### config.mk
export PLATFORM = sky130hd
export DESIGN_NAME = axil_cmd_master
export DESIGN_NICKNAME = d
export VERILOG_FILES = /design/src/rtl/axil_cmd_master.sv
export SDC_FILE = /design/constraint.sdc
export NUM_CORES = 1
export LEC_CHECK = 0
export CAP_MARGIN = 20
export CORE_AREA = 4 4 121 123
export CTS_BUF_LIST = sky130_fd_sc_hd__clkbuf_16
export DETAILED_ROUTE_END_ITERATION = 8
export DIE_AREA = 0 0 125 127
export PLACE_DENSITY = 0.81
export SLEW_MARGIN = 20
export SYNTH_ARGS = -nofsm -noshare
export SYNTH_HDL_FRONTEND = slang
export SYNTH_SLANG_ARGS = --single-unit
### constraint.sdc
create_clock -name clk -period 2.2 [get_ports clk]
set_input_delay 0.22 -clock clk [delete_from_list [all_inputs] [get_ports clk]]
set_output_delay 0.22 -clock clk [all_outputs]
set_load 0.02 [all_outputs]
### src/rtl/axil_cmd_master.sv
// AXI4-Lite master: turns single-cycle write/read command pulses into one
// AXI4-Lite transaction each, with independent write and read engines.
module axil_cmd_master #(
  parameter int AW = 32
) (
  input  logic          clk,
  input  logic          resetn,

  input  logic [AW-1:0] cmd_waddr,
  input  logic [31:0]   cmd_wdata,
  input  logic          cmd_write,
  output logic [1:0]    cmd_wresp,
  output logic          cmd_widle,

  input  logic [AW-1:0] cmd_raddr,
  input  logic          cmd_read,
  output logic [31:0]   cmd_rdata,
  output logic [1:0]    cmd_rresp,
  output logic          cmd_ridle,

  output logic [AW-1:0] M_AXI_AWADDR,
  output logic          M_AXI_AWVALID,
  output logic [2:0]    M_AXI_AWPROT,
  input  logic          M_AXI_AWREADY,

  output logic [31:0]   M_AXI_WDATA,
  output logic [3:0]    M_AXI_WSTRB,
  output logic          M_AXI_WVALID,
  input  logic          M_AXI_WREADY,

  input  logic [1:0]    M_AXI_BRESP,
  input  logic          M_AXI_BVALID,
  output logic          M_AXI_BREADY,

  output logic [AW-1:0] M_AXI_ARADDR,
  output logic          M_AXI_ARVALID,
  output logic [2:0]    M_AXI_ARPROT,
  input  logic          M_AXI_ARREADY,

  input  logic [31:0]   M_AXI_RDATA,
  input  logic [1:0]    M_AXI_RRESP,
  input  logic          M_AXI_RVALID,
  output logic          M_AXI_RREADY
);

  typedef enum logic [1:0] {W_IDLE, W_ADDR, W_RESP} wstate_t;
  typedef enum logic [1:0] {R_IDLE, R_ADDR, R_DATA} rstate_t;

  // ---------------- write engine ----------------
  wstate_t       wstate_reg, wstate_next;
  logic [AW-1:0] awaddr_reg, awaddr_next;
  logic [31:0]   wdata_reg, wdata_next;
  logic          awvalid_reg, awvalid_next;
  logic          wvalid_reg, wvalid_next;
  logic          bready_reg, bready_next;
  logic [1:0]    wresp_reg, wresp_next;

  always_ff @(posedge clk) begin
    if (!resetn) begin
      wstate_reg  <= W_IDLE;
      awaddr_reg  <= '0;
      wdata_reg   <= '0;
      awvalid_reg <= 1'b0;
      wvalid_reg  <= 1'b0;
      bready_reg  <= 1'b0;
      wresp_reg   <= 2'b00;
    end else begin
      wstate_reg  <= wstate_next;
      awaddr_reg  <= awaddr_next;
      wdata_reg   <= wdata_next;
      awvalid_reg <= awvalid_next;
      wvalid_reg  <= wvalid_next;
      bready_reg  <= bready_next;
      wresp_reg   <= wresp_next;
    end
  end

  always_comb begin
    wstate_next  = wstate_reg;
    awaddr_next  = awaddr_reg;
    wdata_next   = wdata_reg;
    awvalid_next = awvalid_reg;
    wvalid_next  = wvalid_reg;
    bready_next  = bready_reg;
    wresp_next   = wresp_reg;
    case (wstate_reg)
      W_IDLE: begin
        if (cmd_write) begin
          awaddr_next  = cmd_waddr;
          wdata_next   = cmd_wdata;
          awvalid_next = 1'b1;
          wvalid_next  = 1'b1;
          wstate_next  = W_ADDR;
        end
      end
      W_ADDR: begin
        // Each channel drops its VALID independently after its own handshake;
        // the response phase starts once neither VALID remains pending.
        awvalid_next = awvalid_reg && !M_AXI_AWREADY;
        wvalid_next  = wvalid_reg && !M_AXI_WREADY;
        if (!awvalid_next && !wvalid_next) begin
          bready_next = 1'b1;
          wstate_next = W_RESP;
        end
      end
      W_RESP: begin
        if (M_AXI_BVALID && bready_reg) begin
          wresp_next  = M_AXI_BRESP;
          bready_next = 1'b0;
          wstate_next = W_IDLE;
        end
      end
      default: begin
        awvalid_next = 1'b0;
        wvalid_next  = 1'b0;
        bready_next  = 1'b0;
        wstate_next  = W_IDLE;
      end
    endcase
  end

  // ---------------- read engine ----------------
  rstate_t       rstate_reg, rstate_next;
  logic [AW-1:0] araddr_reg, araddr_next;
  logic          arvalid_reg, arvalid_next;
  logic          rready_reg, rready_next;
  logic [31:0]   rdata_reg, rdata_next;
  logic [1:0]    rresp_reg, rresp_next;

  always_ff @(posedge clk) begin
    if (!resetn) begin
      rstate_reg  <= R_IDLE;
      araddr_reg  <= '0;
      arvalid_reg <= 1'b0;
      rready_reg  <= 1'b0;
      rdata_reg   <= '0;
      rresp_reg   <= 2'b00;
    end else begin
      rstate_reg  <= rstate_next;
      araddr_reg  <= araddr_next;
      arvalid_reg <= arvalid_next;
      rready_reg  <= rready_next;
      rdata_reg   <= rdata_next;
      rresp_reg   <= rresp_next;
    end
  end

  always_comb begin
    rstate_next  = rstate_reg;
    araddr_next  = araddr_reg;
    arvalid_next = arvalid_reg;
    rready_next  = rready_reg;
    rdata_next   = rdata_reg;
    rresp_next   = rresp_reg;
    case (rstate_reg)
      R_IDLE: begin
        if (cmd_read) begin
          araddr_next  = cmd_raddr;
          arvalid_next = 1'b1;
          rstate_next  = R_ADDR;
        end
      end
      R_ADDR: begin
        if (arvalid_reg && M_AXI_ARREADY) begin
          arvalid_next = 1'b0;
          rready_next  = 1'b1;
          rstate_next  = R_DATA;
        end
      end
      R_DATA: begin
        if (M_AXI_RVALID && rready_reg) begin
          rdata_next  = M_AXI_RDATA;
          rresp_next  = M_AXI_RRESP;
          rready_next = 1'b0;
          rstate_next = R_IDLE;
        end
      end
      default: begin
        arvalid_next = 1'b0;
        rready_next  = 1'b0;
        rstate_next  = R_IDLE;
      end
    endcase
  end

  // ---------------- outputs ----------------
  // Idle flags fall in the same cycle as the start pulse so local logic never
  // sees a one-cycle window where a just-issued command looks finished.
  assign cmd_widle = (wstate_reg == W_IDLE) && !cmd_write;
  assign cmd_ridle = (rstate_reg == R_IDLE) && !cmd_read;
  assign cmd_wresp = wresp_reg;
  assign cmd_rdata = rdata_reg;
  assign cmd_rresp = rresp_reg;

  assign M_AXI_AWADDR  = awaddr_reg;
  assign M_AXI_AWVALID = awvalid_reg;
  assign M_AXI_AWPROT  = 3'b000;
  assign M_AXI_WDATA   = wdata_reg;
  assign M_AXI_WSTRB   = 4'hF;
  assign M_AXI_WVALID  = wvalid_reg;
  assign M_AXI_BREADY  = bready_reg;
  assign M_AXI_ARADDR  = araddr_reg;
  assign M_AXI_ARVALID = arvalid_reg;
  assign M_AXI_ARPROT  = 3'b000;
  assign M_AXI_RREADY  = rready_reg;

endmodule

==> results.txt, run 1 <==
Post-synth top area share: 53.1%
Max clock buf depth: 2
Syn-to-layout area delta: 62.5%
Switch share: 25.0%
Slew HR: 48.1%
Initial antenna violation count: 0
Die width: 125 um
Power Density: 754 nW/um2
Final Power: 6.52 mW
WHS: 0.265 ns
Routed Antenna Nets: 0
Max IR drop VDD: 425 uV
CTS tree: built
CP Data Arrival Time: 1.67 ns
Initial core utilization: 38.9%
Reg2reg setup slack: 0.38 ns
Crit share post-route: 85.8%
R2r endpoint: cmd_rdata[20]
Reg power frac: 42.8%
Clock skew: 0.00750 ns
N_diodes: 0
Hold_buf cts: 0
Share of layout cells above drive strength 1: 4.30%
Worst Setup Start Kind: flop
RSZ-0062 raised after global routing: false
Pre-antenna DRT Iters: 4
Fin. Hold Viols: 0
Fin crit period: 1.89 ns
Slowest cell on crit path: clkdlybuf4s50_1
Internal power: 4.89 mW
Synth Warn #: 0
Yosys top cell by area: dfxtp_1
GRT Overall Usage: 18.7%
Comb pwr share: 17.0%
Post-synth cell types: 28
# clock sinks: 141
Area contributors post-synth: dfxtp_1, o21ai_0, nand3_1
Max-cap violations: 0
Final TNS setup: 0 ns
Leakage: 3.14 nW
F_max: 0.530 GHz
Post-CTS setup buffer count: 0
Vias in the first global route: 4776
Row count: 43
Syn Inst Count: 649
Clock buffer count from CTS: 17
Core footprint: 13700 um2
Die Ht: 127 um
Net count, final: 1038
Hold Path Sink: M_AXI_WVALID
Detailed Place HPWL: 11200 um
Hold path start: resetn
Worst path cell trace: nor3_1 -> clkdlybuf4s50_1
Largest net degree at the start of global routing: 94
Slew @ Worst Pin: 0.777 ns
Congestion Overflow GR: 0
CP endpoint kind: output port
Crit path kind: reg2out
Avg WL per Cell: 14.3 um
Avg Vias per Cell: 4.84
Latest clock arrival within the worst-skew pair: 0.40 ns
Clock group share of total power: 40.2%
Cells on Worst Hold Path: 2
Slowest stage delay, CP: 0.64 ns
Mean Syn Cell Area: 8.19 um2
Yosys reg bits: 141
Req. time, crit path: 1.98 ns
PostCTS Resize Cnt: 0
PortBufs: 279
Register area share after synthesis: 53.1%
Drt drc: 0
Reg clk slew, reported paths: 0.05 ns
Switching pwr: 1.63 mW
Outcome: complete, no violations
HP Class: in2reg
I/O pin cnt: 290
Post-Syn Area: 5320 um2
Root buffer cell: clkbuf_16
Htree depth: 4
Final Setup Violations: 0
First-pass GRT wire length: 24100 um
Vias: 5261
Cells on worst reg2reg path: 3
RR Startpoint: rstate_reg[1]
Starting DRT DRC Count: 297
Drt total wl: 15500 um
Max-slew violations: 0
Die ar.: 15900 um2
Largest fanout on the critical path: 10
Final GP Congestion: 0.765
[kinds of logic (layout without fill, tap and decap cells)]
group                  count (synthesis)  in the layout  synth area share, %
AND/OR/NAND/NOR                      285            285                 24.8
AO/OA/AOI/OAI                        149            149                 14.4
flip-flops                           141            141                 53.1
buffers and inverters                 72            323                 7.62
other                                  2             10                0.141
[synth_stat cells, drive strengths merged]
| cell type | number |
|---|---|
| a21boi | 4 |
| a21oi | 5 |
| a31oi | 1 |
| buf | 33 |
| clkbuf | 38 |
| conb | 2 |
| dfxtp | 141 |
| inv | 1 |
| nand2 | 135 |
| nand2b | 4 |
| nand3 | 132 |
| nand3b | 1 |
| nand4 | 1 |
| nand4b | 3 |
| nor2 | 1 |
| nor2b | 4 |
| nor3 | 2 |
| nor3b | 2 |
| o21a | 3 |
| o21ai | 136 |
[metal layers]
metal / global-route usage (%) / up-vias / routed length, um
li1: - / 2674 / -
met1: 21.8 / 2365 / 6450
met2: 30.6 / 200 / 7280
met3: 7.78 / 22 / 1480
met4: 7.46 / 0 / 303
met5: 0 / - / 0
[through the flow]
step / instances / util, % / setup WS, ns / cell area [um2]
global placement: 1058 / 59.3 / 0.297 / 8110
floorplan: 657 / - / 0.952 / 5350
finish: 1088 / 63.2 / 0.313 / 8640
CTS: 1088 / 63.2 / 0.282 / 8640
detailed placement: 1058 / 59.3 / 0.219 / 8110
global route: 1088 / 63.2 / 0.180 / 8640
[worst max-delay path: cells and delay by family (launching register included)]
| family | cells | cell delay, ns |
|---|---|---|
| simple gates | 1 | 0.21 |
| flops | 1 | 0.42 |
| buf+inv | 1 | 0.64 |
[power by group through the flow]
stage,clock network (mW),registers [mW],logic [mW]
2_1_floorplan,0,3.00,0.376
3_3_place_gp,0,2.84,1.10
3_5_place_dp,0,2.84,1.11
4_1_cts,2.69,2.79,1.12
5_1_grt,2.81,2.81,1.19
6_report,2.62,2.79,1.11
[cell usage in the layout, fill, tap and decap left out, types with 2 or more instances in the layout]
master	synthesis	routed
inv_1	1	4
nor3b_4	1	2
buf_4	20	10
nand3_1	132	132
nor2b_1	4	4
bufinv_16	0	2
nand4b_1	2	2
a21boi_0	4	4
a21oi_1	5	5
o21ai_0	134	134
nor3_1	2	2
clkinv_1	0	5
clkdlybuf4s50_1	0	278
conb_1	2	10
nand2_1	135	135
dfxtp_1	141	141
o21a_1	3	3
buf_12	0	3
o21ai_1	2	2
nand2b_1	4	4
clkbuf_16	0	17
[worst max-delay path by stage]
stage               cells after the start          start  slack [ns]            end
CTS                                     2  wstate_reg[0]        0.28      cmd_widle
floorplan                               5   M_AXI_RREADY        0.95  cmd_rdata[15]
finish                                  2  wstate_reg[0]        0.31      cmd_widle
detailed placement                      4   M_AXI_RVALID        0.22  cmd_rdata[24]
global route                            3  rstate_reg[1]        0.18  cmd_rdata[28]
global placement                        4   M_AXI_RVALID        0.30  cmd_rdata[26]
[area by class of cell]
class                           instances  area (um2)
Sequential cell                       141        2820
Multi-Input combinational cell        444        2130
Tap cell                              180         225
Fill cell                            1198        5020
Clock inverter                         13         111
Inverter                                1        3.75
Clock buffer                           17         425
Timing Repair Buffer                  292        2930
No activity file was read; power rests on OpenSTA's default activity.
==> run 2, diff against run 1 <==
- CORE_AREA: 4 4 121 123 -> 4 4 117 119
- DIE_AREA: 0 0 125 127 -> 0 0 121 123
- DONT_BUFFER_PORTS: not set -> 1
- PLACE_DENSITY: 0.81 -> not set
==> run 2 against run 1 <==
Effect of this change:
- the flow now stops in clock tree synthesis
- area after synthesis stayed put
- synthesized cell count stayed put
==> results.txt, run 2 <==
# clock sinks: 141 (unchanged)
Fail Step: clock tree synthesis
I/O pin cnt: 290 (unchanged)
Max clock buf depth: 2 (unchanged)
Final GP Congestion: 0.782 (+2.3%)
PortBufs: 0 (-100%)
Register area share after synthesis: 53.1% (unchanged)
Clock buffer count from CTS: 17 (unchanged)
Htree depth: 4 (unchanged)
Hold_buf cts: 160 (+160)
Post-synth top area share: 53.1% (unchanged)
Synth Flop Type: dfxtp_1
Number of synthesized flops with an enable pin: 0 (unchanged)
Outcome: aborted with a tool error
Post-synth top cells: dfxtp_1, nand2_1, o21ai_0, nand3_1, clkbuf_1
Post-Syn Area: 5320 um2 (unchanged)
Die Ht: 123 um (-3.1%)
Yosys reg bits: 141 (unchanged)
Post-synth cell types: 28 (unchanged)
Top-count cell post-synth: dfxtp_1
Detailed Place HPWL: 8840 um (-21%)
PostCTS Resize Cnt: 0 (unchanged)
Yosys top cell by area: dfxtp_1
Row count: 41 (-4.7%)
Syn Inst Count: 649 (unchanged)
Root buffer cell: clkbuf_16
Mean Syn Cell Area: 8.19 um2 (unchanged)
Die width: 121 um (-3.2%)
Post-CTS setup buffer count: 0 (unchanged)
FFs w/ async S/R, synth: 0% (unchanged)
Initial core utilization: 42.3% (+3.4 points)
Area contributors post-synth: dfxtp_1, o21ai_0, nand3_1
Synth Warn #: 0 (unchanged)
Error msg: [ERROR RSZ-0060] Max buffer count reached.
run 2: cell counts after synthesis:
No cell type changed its count.
run 2: cell families after synthesis:
family | count (synthesis) | synth area share (%)
AOI/OAI and AO/OA | 149 | 14.4
buffers and inverters | 72 | 7.62
DFF | 141 | 53.1
other | 2 | 0.141
and+or+nand+nor | 285 | 24.8
run 2: through the flow:
stage / instances / area, um2 / util (%) / setup WS (ns)
detailed placement: 761 / 5200 / 41.4 / 0.400
global placement: 761 / 5200 / 41.4 / 0.515
floorplan: 657 / 5350 / - / 0.952
==> run 3, diff against run 2 <==
- CORE_AREA: 4 4 117 119 -> 4 4 143 145
- CTS_BUF_LIST: sky130_fd_sc_hd__clkbuf_16 -> not set
- DIE_AREA: 0 0 121 123 -> 0 0 147 149
- PLACE_DENSITY_LB_ADDON: not set -> 0.15
==> run 3 against run 2 <==
Effect of this change:
- area after synthesis did not move
- the flow again stops in clock tree synthesis
- synthesized cell count did not move
==> results.txt, run 3 <==
Synth Warn #: 0 (unchanged)
Mean Syn Cell Area: 8.19 um2 (unchanged)
Post-CTS setup buffer count: 0 (unchanged)
Syn Inst Count: 649 (unchanged)
Area contributors post-synth: dfxtp_1, o21ai_0, nand3_1
Synth Flop Type: dfxtp_1
Register area share after synthesis: 53.1% (unchanged)
Die Ht: 149 um (+21%)
I/O pin cnt: 290 (unchanged)
Row count: 51 (+24%)
PostCTS Resize Cnt: 0 (unchanged)
Final GP Congestion: 0.738 (-5.6%)
Hold_buf cts: 179 (+12%)
Top-count cell post-synth: dfxtp_1
Error msg: [ERROR RSZ-0060] Max buffer count reached.
Max clock buf depth: 2 (unchanged)
Yosys reg bits: 141 (unchanged)
FFs w/ async S/R, synth: 0% (unchanged)
Clock buffer count from CTS: 17 (unchanged)
Dpl cells: 855 (+12%)
Outcome: aborted with a tool error
# clock sinks: 141 (unchanged)
Yosys top cell by area: dfxtp_1
Post-Syn Area: 5320 um2 (unchanged)
Initial core utilization: 27.7% (-15 points)
Post-synth top cells: dfxtp_1, nand2_1, o21ai_0, nand3_1, clkbuf_1
Number of synthesized flops with an enable pin: 0 (unchanged)
Htree depth: 4 (unchanged)
PortBufs: 0 (unchanged)
Detailed Place HPWL: 9720 um (+10%)
Die width: 147 um (+21%)
Root buffer cell: clkbuf_16
Post-synth cell types: 28 (unchanged)
Post-synth top area share: 53.1% (unchanged)
Fail Step: clock tree synthesis
run 3: cell counts after synthesis:
No cell type changed its count.
run 3: metrics by stage:
step | hold WS (ns) | utilization (%) | area, um2 | worst slack (ns)
floorplan | 0.330 | - | 5350 | 0.952
global placement | 0.339 | 27.8 | 5340 | 0.464
detailed placement | 0.336 | 27.8 | 5340 | 0.399
run 3: logic make-up after synthesis:
logic type	after synthesis	share of synthesized area, %
flops	141	53.1
simple gates	285	24.8
other cells	2	0.141
compound gates	149	14.4
buf+inv	72	7.62
